--- config.mk ---
export PLATFORM = sky130hd
export DESIGN_NAME = spi_flash_responder
export DESIGN_NICKNAME = d
export VERILOG_FILES = /design/src/rtl/spi_flash_responder_pkg.sv /design/src/rtl/spi_sync_edge.sv /design/src/rtl/spi_flash_responder.sv
export SDC_FILE = /design/constraint.sdc
export NUM_CORES = 1
export LEC_CHECK = 0
export CAP_MARGIN = 20
export CORE_MARGIN = 2
export CORE_UTILIZATION = 25
export CTS_BUF_LIST = sky130_fd_sc_hd__clkbuf_8
export DETAILED_ROUTE_END_ITERATION = 8
export MAX_ROUTING_LAYER = met4
export REMOVE_ABC_BUFFERS = 1
export SETUP_SLACK_MARGIN = 0.5
export SKIP_LAST_GASP = 1
export SYNTH_ARGS = -nofsm -noshare
export SYNTH_HDL_FRONTEND = slang
export SYNTH_SLANG_ARGS = --single-unit
--- constraint.sdc ---
create_clock -name clk -period 5.5 [get_ports clk]
set_clock_uncertainty 0.1 [all_clocks]
set_input_delay 0.825 -clock clk [delete_from_list [all_inputs] [get_ports clk]]
set_output_delay 0.825 -clock clk [all_outputs]
set_load 0.03 [all_outputs]
--- src/rtl/spi_flash_responder_pkg.sv ---
// Shared opcodes, FSM state encoding and output mode for the SPI flash responder.
package spi_flash_responder_pkg;

    localparam logic [7:0] CMD_READ = 8'h03;
    localparam logic [7:0] CMD_FAST = 8'h0B;
    localparam logic [7:0] CMD_QOUT = 8'h6B;

    typedef enum logic [2:0] {
        StIdle,
        StCmd,
        StAddr,
        StDummy,
        StData,
        StIgnore
    } state_e;

    typedef enum logic {
        ModeSingle,
        ModeQuad
    } mode_e;

    function automatic logic [3:0] mode_oe(mode_e mode);
        return (mode == ModeQuad) ? 4'b1111 : 4'b0010;
    endfunction

endpackage

--- src/rtl/spi_sync_edge.sv ---
// Synchronizes CS_N, SCLK and MOSI into the system clock domain and flags SCLK edges and the
// start of a frame.
module spi_sync_edge #(
    parameter int unsigned SYNC_STAGES = 2
) (
    input  logic clk_i,
    input  logic rst_ni,
    input  logic cs_n_i,
    input  logic sclk_i,
    input  logic mosi_i,
    output logic cs_low_o,
    output logic cs_fall_o,
    output logic rise_o,
    output logic fall_o,
    output logic mosi_o
);

    logic [SYNC_STAGES-1:0] cs_sync_q;
    logic [SYNC_STAGES-1:0] sclk_sync_q;
    logic [SYNC_STAGES-1:0] mosi_sync_q;
    logic                   cs_prev_q;
    logic                   sclk_prev_q;
    logic                   cs_s;
    logic                   sclk_s;

    // CS resets to "selected" so a CS already low at reset release cannot look like a new frame.
    always_ff @(posedge clk_i) begin
        if (!rst_ni) begin
            cs_sync_q   <= '0;
            sclk_sync_q <= '0;
            mosi_sync_q <= '0;
            cs_prev_q   <= 1'b0;
            sclk_prev_q <= 1'b0;
        end else begin
            cs_sync_q[0]   <= cs_n_i;
            sclk_sync_q[0] <= sclk_i;
            mosi_sync_q[0] <= mosi_i;
            for (int i = 1; i < SYNC_STAGES; i++) begin
                cs_sync_q[i]   <= cs_sync_q[i-1];
                sclk_sync_q[i] <= sclk_sync_q[i-1];
                mosi_sync_q[i] <= mosi_sync_q[i-1];
            end
            cs_prev_q   <= cs_sync_q[SYNC_STAGES-1];
            sclk_prev_q <= sclk_sync_q[SYNC_STAGES-1];
        end
    end

    assign cs_s      = cs_sync_q[SYNC_STAGES-1];
    assign sclk_s    = sclk_sync_q[SYNC_STAGES-1];
    assign cs_low_o  = ~cs_s;
    assign cs_fall_o = cs_prev_q & ~cs_s;
    assign rise_o    = ~cs_s & sclk_s & ~sclk_prev_q;
    assign fall_o    = ~cs_s & ~sclk_s & sclk_prev_q;
    assign mosi_o    = mosi_sync_q[SYNC_STAGES-1];

endmodule

--- src/rtl/spi_flash_responder.sv ---
// SPI flash target: decodes 0x03/0x0B/0x6B reads and streams bytes from a 1-clk-latency memory
// in single-bit or quad-output mode.
module spi_flash_responder
    import spi_flash_responder_pkg::*;
#(
    parameter int unsigned ADDR_BITS   = 24,
    parameter int unsigned DUMMY_CLKS  = 8,
    parameter int unsigned SYNC_STAGES = 2
) (
    input  logic                 clk,
    input  logic                 rst_n,
    input  logic                 spi_cs_n,
    input  logic                 spi_sclk,
    input  logic [3:0]           spi_io_in,
    output logic [3:0]           spi_io_out,
    output logic [3:0]           spi_io_oe,
    output logic [ADDR_BITS-1:0] mem_addr,
    output logic                 mem_rd,
    input  logic [7:0]           mem_data,
    output logic                 busy,
    output logic                 bad_cmd
);

    logic cs_low, cs_fall, rise, fall, mosi;
    logic unused_io;

    state_e               state_q;
    mode_e                mode_q;
    logic                 dummy_en_q;
    logic [7:0]           cnt_q;
    logic [7:0]           cmd_q;
    logic [ADDR_BITS-1:0] addr_q;
    logic [7:0]           shift_q;
    logic [7:0]           next_byte_q;
    logic                 rd_pend_q;
    logic [3:0]           spi_io_out_q;
    logic [3:0]           spi_io_oe_q;
    logic [ADDR_BITS-1:0] mem_addr_q;
    logic                 mem_rd_q;
    logic                 busy_q;
    logic                 bad_cmd_q;

    logic [7:0]           opcode;
    logic [ADDR_BITS-1:0] addr_full;
    logic [7:0]           byte_src;
    logic                 last_unit;

    spi_sync_edge #(
        .SYNC_STAGES(SYNC_STAGES)
    ) u_sync (
        .clk_i    (clk),
        .rst_ni   (rst_n),
        .cs_n_i   (spi_cs_n),
        .sclk_i   (spi_sclk),
        .mosi_i   (spi_io_in[0]),
        .cs_low_o (cs_low),
        .cs_fall_o(cs_fall),
        .rise_o   (rise),
        .fall_o   (fall),
        .mosi_o   (mosi)
    );

    assign unused_io = ^spi_io_in[3:1];
    assign opcode    = {cmd_q[6:0], mosi};
    assign addr_full = {addr_q[ADDR_BITS-2:0], mosi};
    // The first unit of each byte comes from the prefetched byte, the rest from the shifter.
    assign byte_src  = (cnt_q == 8'd0) ? next_byte_q : shift_q;
    assign last_unit = (mode_q == ModeQuad) ? (cnt_q == 8'd1) : (cnt_q == 8'd7);

    always_ff @(posedge clk) begin
        if (!rst_n) begin
            state_q      <= StIdle;
            mode_q       <= ModeSingle;
            dummy_en_q   <= 1'b0;
            cnt_q        <= '0;
            cmd_q        <= '0;
            addr_q       <= '0;
            shift_q      <= '0;
            next_byte_q  <= '0;
            rd_pend_q    <= 1'b0;
            spi_io_out_q <= '0;
            spi_io_oe_q  <= '0;
            mem_addr_q   <= '0;
            mem_rd_q     <= 1'b0;
            busy_q       <= 1'b0;
            bad_cmd_q    <= 1'b0;
        end else begin
            mem_rd_q  <= 1'b0;
            bad_cmd_q <= 1'b0;
            rd_pend_q <= mem_rd_q;
            if (rd_pend_q) begin
                next_byte_q <= mem_data;
            end

            if (state_q != StIdle && !cs_low) begin
                state_q      <= StIdle;
                spi_io_out_q <= '0;
                spi_io_oe_q  <= '0;
                busy_q       <= 1'b0;
            end else begin
                case (state_q)
                    StIdle: begin
                        if (cs_fall) begin
                            state_q <= StCmd;
                            cnt_q   <= '0;
                            busy_q  <= 1'b1;
                        end
                    end
                    StCmd: begin
                        if (rise) begin
                            cmd_q <= opcode;
                            cnt_q <= cnt_q + 8'd1;
                            if (cnt_q == 8'd7) begin
                                cnt_q <= '0;
                                case (opcode)
                                    CMD_READ: begin
                                        state_q    <= StAddr;
                                        mode_q     <= ModeSingle;
                                        dummy_en_q <= 1'b0;
                                    end
                                    CMD_FAST: begin
                                        state_q    <= StAddr;
                                        mode_q     <= ModeSingle;
                                        dummy_en_q <= (DUMMY_CLKS != 0);
                                    end
                                    CMD_QOUT: begin
                                        state_q    <= StAddr;
                                        mode_q     <= ModeQuad;
                                        dummy_en_q <= (DUMMY_CLKS != 0);
                                    end
                                    default: begin
                                        state_q   <= StIgnore;
                                        bad_cmd_q <= 1'b1;
                                        busy_q    <= 1'b0;
                                    end
                                endcase
                            end
                        end
                    end
                    StAddr: begin
                        if (rise) begin
                            addr_q <= addr_full;
                            cnt_q  <= cnt_q + 8'd1;
                            if (cnt_q == 8'(ADDR_BITS - 1)) begin
                                cnt_q      <= '0;
                                mem_addr_q <= addr_full;
                                mem_rd_q   <= 1'b1;
                                state_q    <= dummy_en_q ? StDummy : StData;
                            end
                        end
                    end
                    StDummy: begin
                        if (rise) begin
                            cnt_q <= cnt_q + 8'd1;
                            if (cnt_q == 8'(DUMMY_CLKS - 1)) begin
                                cnt_q   <= '0;
                                state_q <= StData;
                            end
                        end
                    end
                    StData: begin
                        if (fall) begin
                            spi_io_oe_q  <= mode_oe(mode_q);
                            spi_io_out_q <= (mode_q == ModeQuad) ? byte_src[7:4]
                                                                 : {2'b00, byte_src[7], 1'b0};
                            shift_q      <= (mode_q == ModeQuad) ? {byte_src[3:0], 4'h0}
                                                                 : {byte_src[6:0], 1'b0};
                            cnt_q        <= last_unit ? 8'd0 : cnt_q + 8'd1;
                            if (cnt_q == 8'd0) begin
                                mem_addr_q <= mem_addr_q + ADDR_BITS'(1);
                                mem_rd_q   <= 1'b1;
                            end
                        end
                    end
                    StIgnore: begin
                        spi_io_oe_q <= '0;
                    end
                    default: begin
                        state_q <= StIdle;
                    end
                endcase
            end
        end
    end

    assign spi_io_out = spi_io_out_q;
    assign spi_io_oe  = spi_io_oe_q;
    assign mem_addr   = mem_addr_q;
    assign mem_rd     = mem_rd_q;
    assign busy       = busy_q;
    assign bad_cmd    = bad_cmd_q;

endmodule

* Word level (Yosys, flattened, before mapping)
Cells that the tools add are included.
Storage, ports and cells: flip-flop bits (word level) 103, input port bits 16, output and inout bits 35, logic and storage cells 129
Cells by class: add/sub/neg operators 2, equal/unequal tests 22, mux-type cells 43, bitwise logic cells 14, reductions and logical operators 28
Operators by type and width (count):
- 2-to-1 mux 24 bit | 4
- 2-to-1 mux 8 bit | 9
- case mux 24 bit (2 select lines) | 1
- case mux 8 bit (4 select lines) | 1
- 2-to-1 mux 3 bit | 9
- adder 24 x 1 -> 24 bit (second input constant) | 1
- != test 2 bit (second input constant) | 10
- case mux 3 bit (5 select lines) | 1
- AND reduction 5 bit | 3
- 2-to-1 mux 4 bit | 3
- AND reduction 6 bit | 2
- 2-to-1 mux 1 bit | 10
- nonzero test 2 bit | 5
- OR reduction 2 bit | 5
- inverter 1 bit | 9
- AND reduction 3 bit | 3
- adder 8 x 1 -> 8 bit (second input constant) | 1
- == test 8 x 1 -> 1 bit (second input constant) | 1
- == test 8 x 2 -> 1 bit (second input constant) | 1
- == test 8 x 3 -> 1 bit (second input constant) | 1
- == test 8 x 4 -> 1 bit (second input constant) | 1
- == test 8 x 5 -> 1 bit (second input constant) | 1
- == test 8 x 7 -> 1 bit (second input constant) | 1
- logical NOT 8 bit | 1
- other kinds (15) | 25

* Depth between registers and ports, before layout
word-level depth 6, gate-level depth with buffers 9, depth with buffers taken out 7

* Cells and area by module
Synthesis repeated with hierarchy kept, for this count alone.
Unflattened totals: cell total of the unflattened synthesis 595, area, all modules 4885.9 um^2
Modules (own cells, without submodules):
- spi_flash_responder | instances 1, cells each 575, area an instance 4650.7 um^2, seq. area each 1841.8 um^2
- spi_sync_edge | instances 1, cells each 20, area an instance 235.2 um^2, seq. area each 160.2 um^2

* Worst setup path after synthesis
Ideal clock, no wire load.
kind reg-to-reg, start register mem_addr_q[0] (netlist: mem_addr[0]), end register mem_addr_q[22] (netlist: mem_addr[22]), library setup time 0.119 ns, arrival time 2.212 ns, data required time 5.281 ns, slack 3.069 ns, cell stages (with the launch flop) 6, path buffers 0, clock period less this slack 2.431 ns, cell sequence dfxtp_1 ha_1 nand4_1 nor4_1 a31oi_1 o221a_2
On the way: longest elaborated chain between the ends 4
RTL lines:
- start, declared | line spi_flash_responder.sv:38 | logic [ADDR_BITS-1:0] mem_addr_q;
- start signal, assigned | line spi_flash_responder.sv:146 | mem_addr_q <= addr_full;
- start signal, assigned | line spi_flash_responder.sv:170 | mem_addr_q <= mem_addr_q + ADDR_BITS'(1);
- adder 24 x 1 -> 24 bit | line spi_flash_responder.sv:170
- 2-to-1 mux 24 bit | line spi_flash_responder.sv:169 | if (cnt_q == 8'd0) begin
- 2-to-1 mux 24 bit | line spi_flash_responder.sv:162 | if (fall) begin
- case mux 24 bit (2 select lines) | line spi_flash_responder.sv:101 | case (state_q)
Every way passes these cells. The select of a mux whose other input is x is not followed. A chain may end at the register's enable or synchronous reset.

* Final worst setup path
start register state_q[2], end register mem_addr_q[0] (netlist: mem_addr[0])
On the way: longest elaborated chain between the ends 4, elaborated cells on any way between the ends 12, classes of those cells eq/ne: 6; mux: 1; bitwise: 1; reduce/logical: 4
RTL lines:
- start, declared | line spi_flash_responder.sv:27 | state_e state_q;
- start signal, assigned | line spi_flash_responder.sv:72 | state_q <= StIdle;
- start signal, assigned | line spi_flash_responder.sv:96 | state_q <= StIdle;
- start signal, assigned | line spi_flash_responder.sv:104 | state_q <= StCmd;
- branches (longest 4 deep; another with AND reduction 6 bit)
Parallel ways; which one is timed is not known.

==> summary.md <==
| Metric | Value |
|---|---|
| Crit Path Class | `reg2reg` |
| Distinct cells, synth | `64` |
| Post-CTS Setup Bufs | `0` |
| Final worst slack | `2.244 ns` |
| Crit share post-route | `59.21%` |
| Clk network pwr share | `29.7%` |
| Mapped Area | `4767 µm²` |
| Final Hold Vio Count | `0` |
| Post-synthesis xor/xnor area fraction | `0.3675%` |
| Async set or reset register ratio after synthesis | `0%` |
| Critical-path cell list | `or3b_2 -> nor4_1 -> o32ai_4 -> buf_4 -> or3_1 -> a31oi_1` |
| Final GP Congestion | `roughly 0.76` |
| Gate power share | `17.4%` |
| Root Driver | `clkbuf_8` |
| Row Count | `50` |
| Critical path destination | `mem_addr[0]$_SDFFE_PN0P_` |
| WL/cell | `13.54 µm` |
| Status | `finished, final reports clean` |
| Switching power | `around 0.44 mW` |
| Register-to-Register Path Depth | `6` |
| CP endpoint kind | `register` |
| Mux contribution to synthesized area | `4.409%` |
| Core area | `18,710 µm²` |
| Sink Count | `100` |
| Clock Tree Buf Depth | `2` |
| Synth Area in Compound Gates | `21.55%` |
| Least-Margin Pin Slew | `1.005 ns` |
| Height of the die | `between 100 and 150 µm` |
| Combinational family with the most area after synthesis | `simple AND/OR/NAND/NOR gates` |
| DRT Pass-1 Iters | `4` |
| H-tree levels | `3` |
| Post-synthesis adder-cell area fraction | `~1.0%` |
| Crit path max fanout | `49` |
| Placement Setup Slack | `2.289 ns` |
| Worst skew pair latency | `0.37 ns` |
| Routed Wire Length | `between 10,000 and 15,000 µm` |
| Leakage | `1.829 nW` |
| Max-cap violations | `0` |
| Routed Antenna Nets | `0` |
| Layout cells sized above 1 | `9.223%` |
| Number of global-route vias before repair | `3,792` |
| Die area | `20,190 µm²` |
| Iteration-0 DRC Markers | `between 200 and 250` |
| First-pass GRT wire length | `19,150 µm` |
| Post_cts resized | `0` |
| Launching point of the worst reg2reg path | `state_q[2]$_SDFFE_PP0P_` |
| # nets final | `633` |
| Avg Cell Area, Syn | `slightly above 8 µm²` |
| # setup viols final | `0` |
| Final setup TNS | `0 ns` |
| CP max stage cell | `or3b_2` |
| WP data required | `5.69 ns` |
| Internal | `1.007 mW` |
| Vias | `4,244` |
| Most frequently used flop master after synthesis | `dfxtp_1` |
| Number of synthesized flops with an enable pin | `0` |
| Worst EP arrival | `3.45 ns` |
| Register area | `2002 µm²` |
| Synthesized instance count | `589` |
| Area Overhead vs Synth | `18.06%` |
| Simple-gate share of the synthesized area | `26.01%` |
| Initial Utilization | `approximately a quarter` |
| Hold Path Class | `reg2reg` |
| Net Sw Frac | `30.24%` |
| DRC viols | `0` |
| Peak Freq | `between 300 and 400 MHz` |
| Register area share after synthesis | `a little over two fifths` |
| Layout fillers | `1,972` |
| Final min period | `3.256 ns` |
| Pwr dens | `256.6 nW/µm²` |
| Hpwl dp | `around 8000 µm` |
| Total global-route track usage | `11.94%` |
| Yosys warns | `0` |
| GRT Residual Overflow | `0` |
| Multi-input gate area | `2569 µm²` |
| Synth Register Bits | `100` |
| CTS Buf Count | `9` |
| Largest net degree at the start of global routing | `50` |
| # diodes | `0` |
| Initial antenna violation count | `0` |
| Max Slew Vio Count | `0` |
| Post-CTS Hold Buffers | `0` |
| CTS tree | `done` |
| Via/cell ratio | `4.981` |
| Critical R2R Capture | `mem_addr[0]$_SDFFE_PN0P_` |
| Die Width | `142.1 µm` |
| Startpoint Class | `register` |
| PortBufs | `47` |
| # IOs | `just over 50` |
| Critical Path Start | `state_q[2]$_SDFFE_PP0P_` |
| Sequential power share | `52.9%` |
| Clock Pin Slew Worst Setup and Hold Paths | `0.09 ns` |
| Total Power | `approximately 1.4 mW` |
| Reg-to-reg slack, setup | `2.24 ns` |
| Worst path max stage delay | `0.88 ns` |
| RSZ-0062 raised after global routing | `false` |
| Worst rel slew slack | `32.99%` |
| Maximum VDD drop | `approximately 0.12 mV` |
==> synthesized netlist by cell type, types with 4 or more instances <==
cell type  instances  area share [%]
a22oi_1            8             1.3
o21ai_0           21             2.2
or3_1             10             1.3
nand2_1           94             7.4
nor3_1            12             1.3
a21oi_1           69             7.2
and3_1             8             1.0
nor4_1             5            0.66
a31oi_1           10             1.3
dfxtp_1          100              42
o31ai_1            9             1.4
o221a_2            7             1.7
nand3_1           24             2.5
a21o_1             7             1.1
nor2_1            46             3.6
nand4_1           13             1.7
ha_1               4             1.0
clkbuf_1          40             3.1
o211ai_1           7             1.1
and2_1            10             1.3
mux2_2             4            0.94
mux2i_1           12             2.5
inv_1              7            0.55
==> registers in the layout (all words and copies together), names as in the netlist, 3 cells and up <==
name and count:
state_q 3, addr_q 23, mem_addr 24, cnt_q 8
next_byte_q 8, spi_io_out 4, cmd_q 7, shift_q 7
==> layout make-up <==
type / count / share of cell area [%]
clock buffers: 10 / 2.446
clock inverters: 6 / 0.6892
inverters: 8 / 0.5336
multi-input cells: 435 / 45.64
flip-flops and latches: 100 / 35.57
well taps: 234 / 5.202
repair buffers: 59 / 9.916
==> how the worst min path moves through the flow <==
| stage | start | end | slack (ns) | depth (start not counted) |
|---|---|---|---|---|
| 6_report | u_sync.sclk_sync_q[0]$_SDFF_PN0_ | u_sync.sclk_sync_q[1]$_SDFF_PN0_ | 0.34 | 1 |
| 5_1_grt | u_sync.sclk_sync_q[0]$_SDFF_PN0_ | u_sync.sclk_sync_q[1]$_SDFF_PN0_ | 0.37 | 1 |
| 3_5_place_dp | u_sync.sclk_sync_q[0]$_SDFF_PN0_ | u_sync.sclk_sync_q[1]$_SDFF_PN0_ | 0.32 | 1 |
| 3_3_place_gp | u_sync.sclk_sync_q[0]$_SDFF_PN0_ | u_sync.sclk_sync_q[1]$_SDFF_PN0_ | 0.32 | 1 |
| 2_1_floorplan | u_sync.cs_sync_q[0]$_SDFF_PN0_ | u_sync.cs_sync_q[1]$_SDFF_PN0_ | 0.31 | 1 |
| 4_1_cts | u_sync.sclk_sync_q[0]$_SDFF_PN0_ | u_sync.sclk_sync_q[1]$_SDFF_PN0_ | 0.35 | 1 |
==> per-stage QoR <==
stage,instance area [µm²],instances,hold slack [ns],utilization (%)
after floorplan,4577,543,0.3118,-
after global placement,5439,834,0.3161,29.08
after detailed placement,5446,835,0.3211,29.12
after CTS,5623,851,0.3454,30.06
after global routing,5628,852,0.3670,30.09
final,5628,852,0.3419,30.09
==> cell families (layout without fill, tap and decap cells) <==
kind of cell    Yosys count  after routing
xor+xnor                  2              2
buf+inv                  54             83
compound gates          162            162
flops                   100            100
fa+ha+maj                 4              4
mux                      18             18
simple gates            249            249
==> worst max-delay path, delay by kind of cell, from the launching register on <==
family	cells	cell delay, ns
flops	1	0.65
simple gates	3	1.80
buf+inv	1	0.30
compound gates	2	0.32
==> power by group through the flow <==
stage / Sequential, mW / Clock [mW] / Combinational, mW
after floorplan: 0.780 / 0 / 0.158
after detailed placement: 0.781 / 0 / 0.250
final: 0.764 / 0.429 / 0.251
after global placement: 0.780 / 0 / 0.244
after global routing: 0.769 / 0.479 / 0.279
after CTS: 0.764 / 0.452 / 0.250
==> layer usage <==
layer	up-vias	track usage, %	wire (µm)
met5	-	-	0
li1	2180	-	-
met4	0	3.895	153
met1	1991	16.09	5650
met3	11	2.389	509
met2	62	17.95	5220
==> cell usage in the layout, fill, tap and decap left out, drive strengths merged, types with 12 or more instances in the layout <==
cell           Yosys  layout
dfxtp            100     100
nand2             94      94
a21oi             70      70
nor2              46      46
nand3             24      24
mux2i             12      12
or3               12      12
buf                6      12
nor3              13      13
clkdlybuf4s50      0      47
nand4             13      13
o21ai             21      21
(Power assumes the default switching activity.)
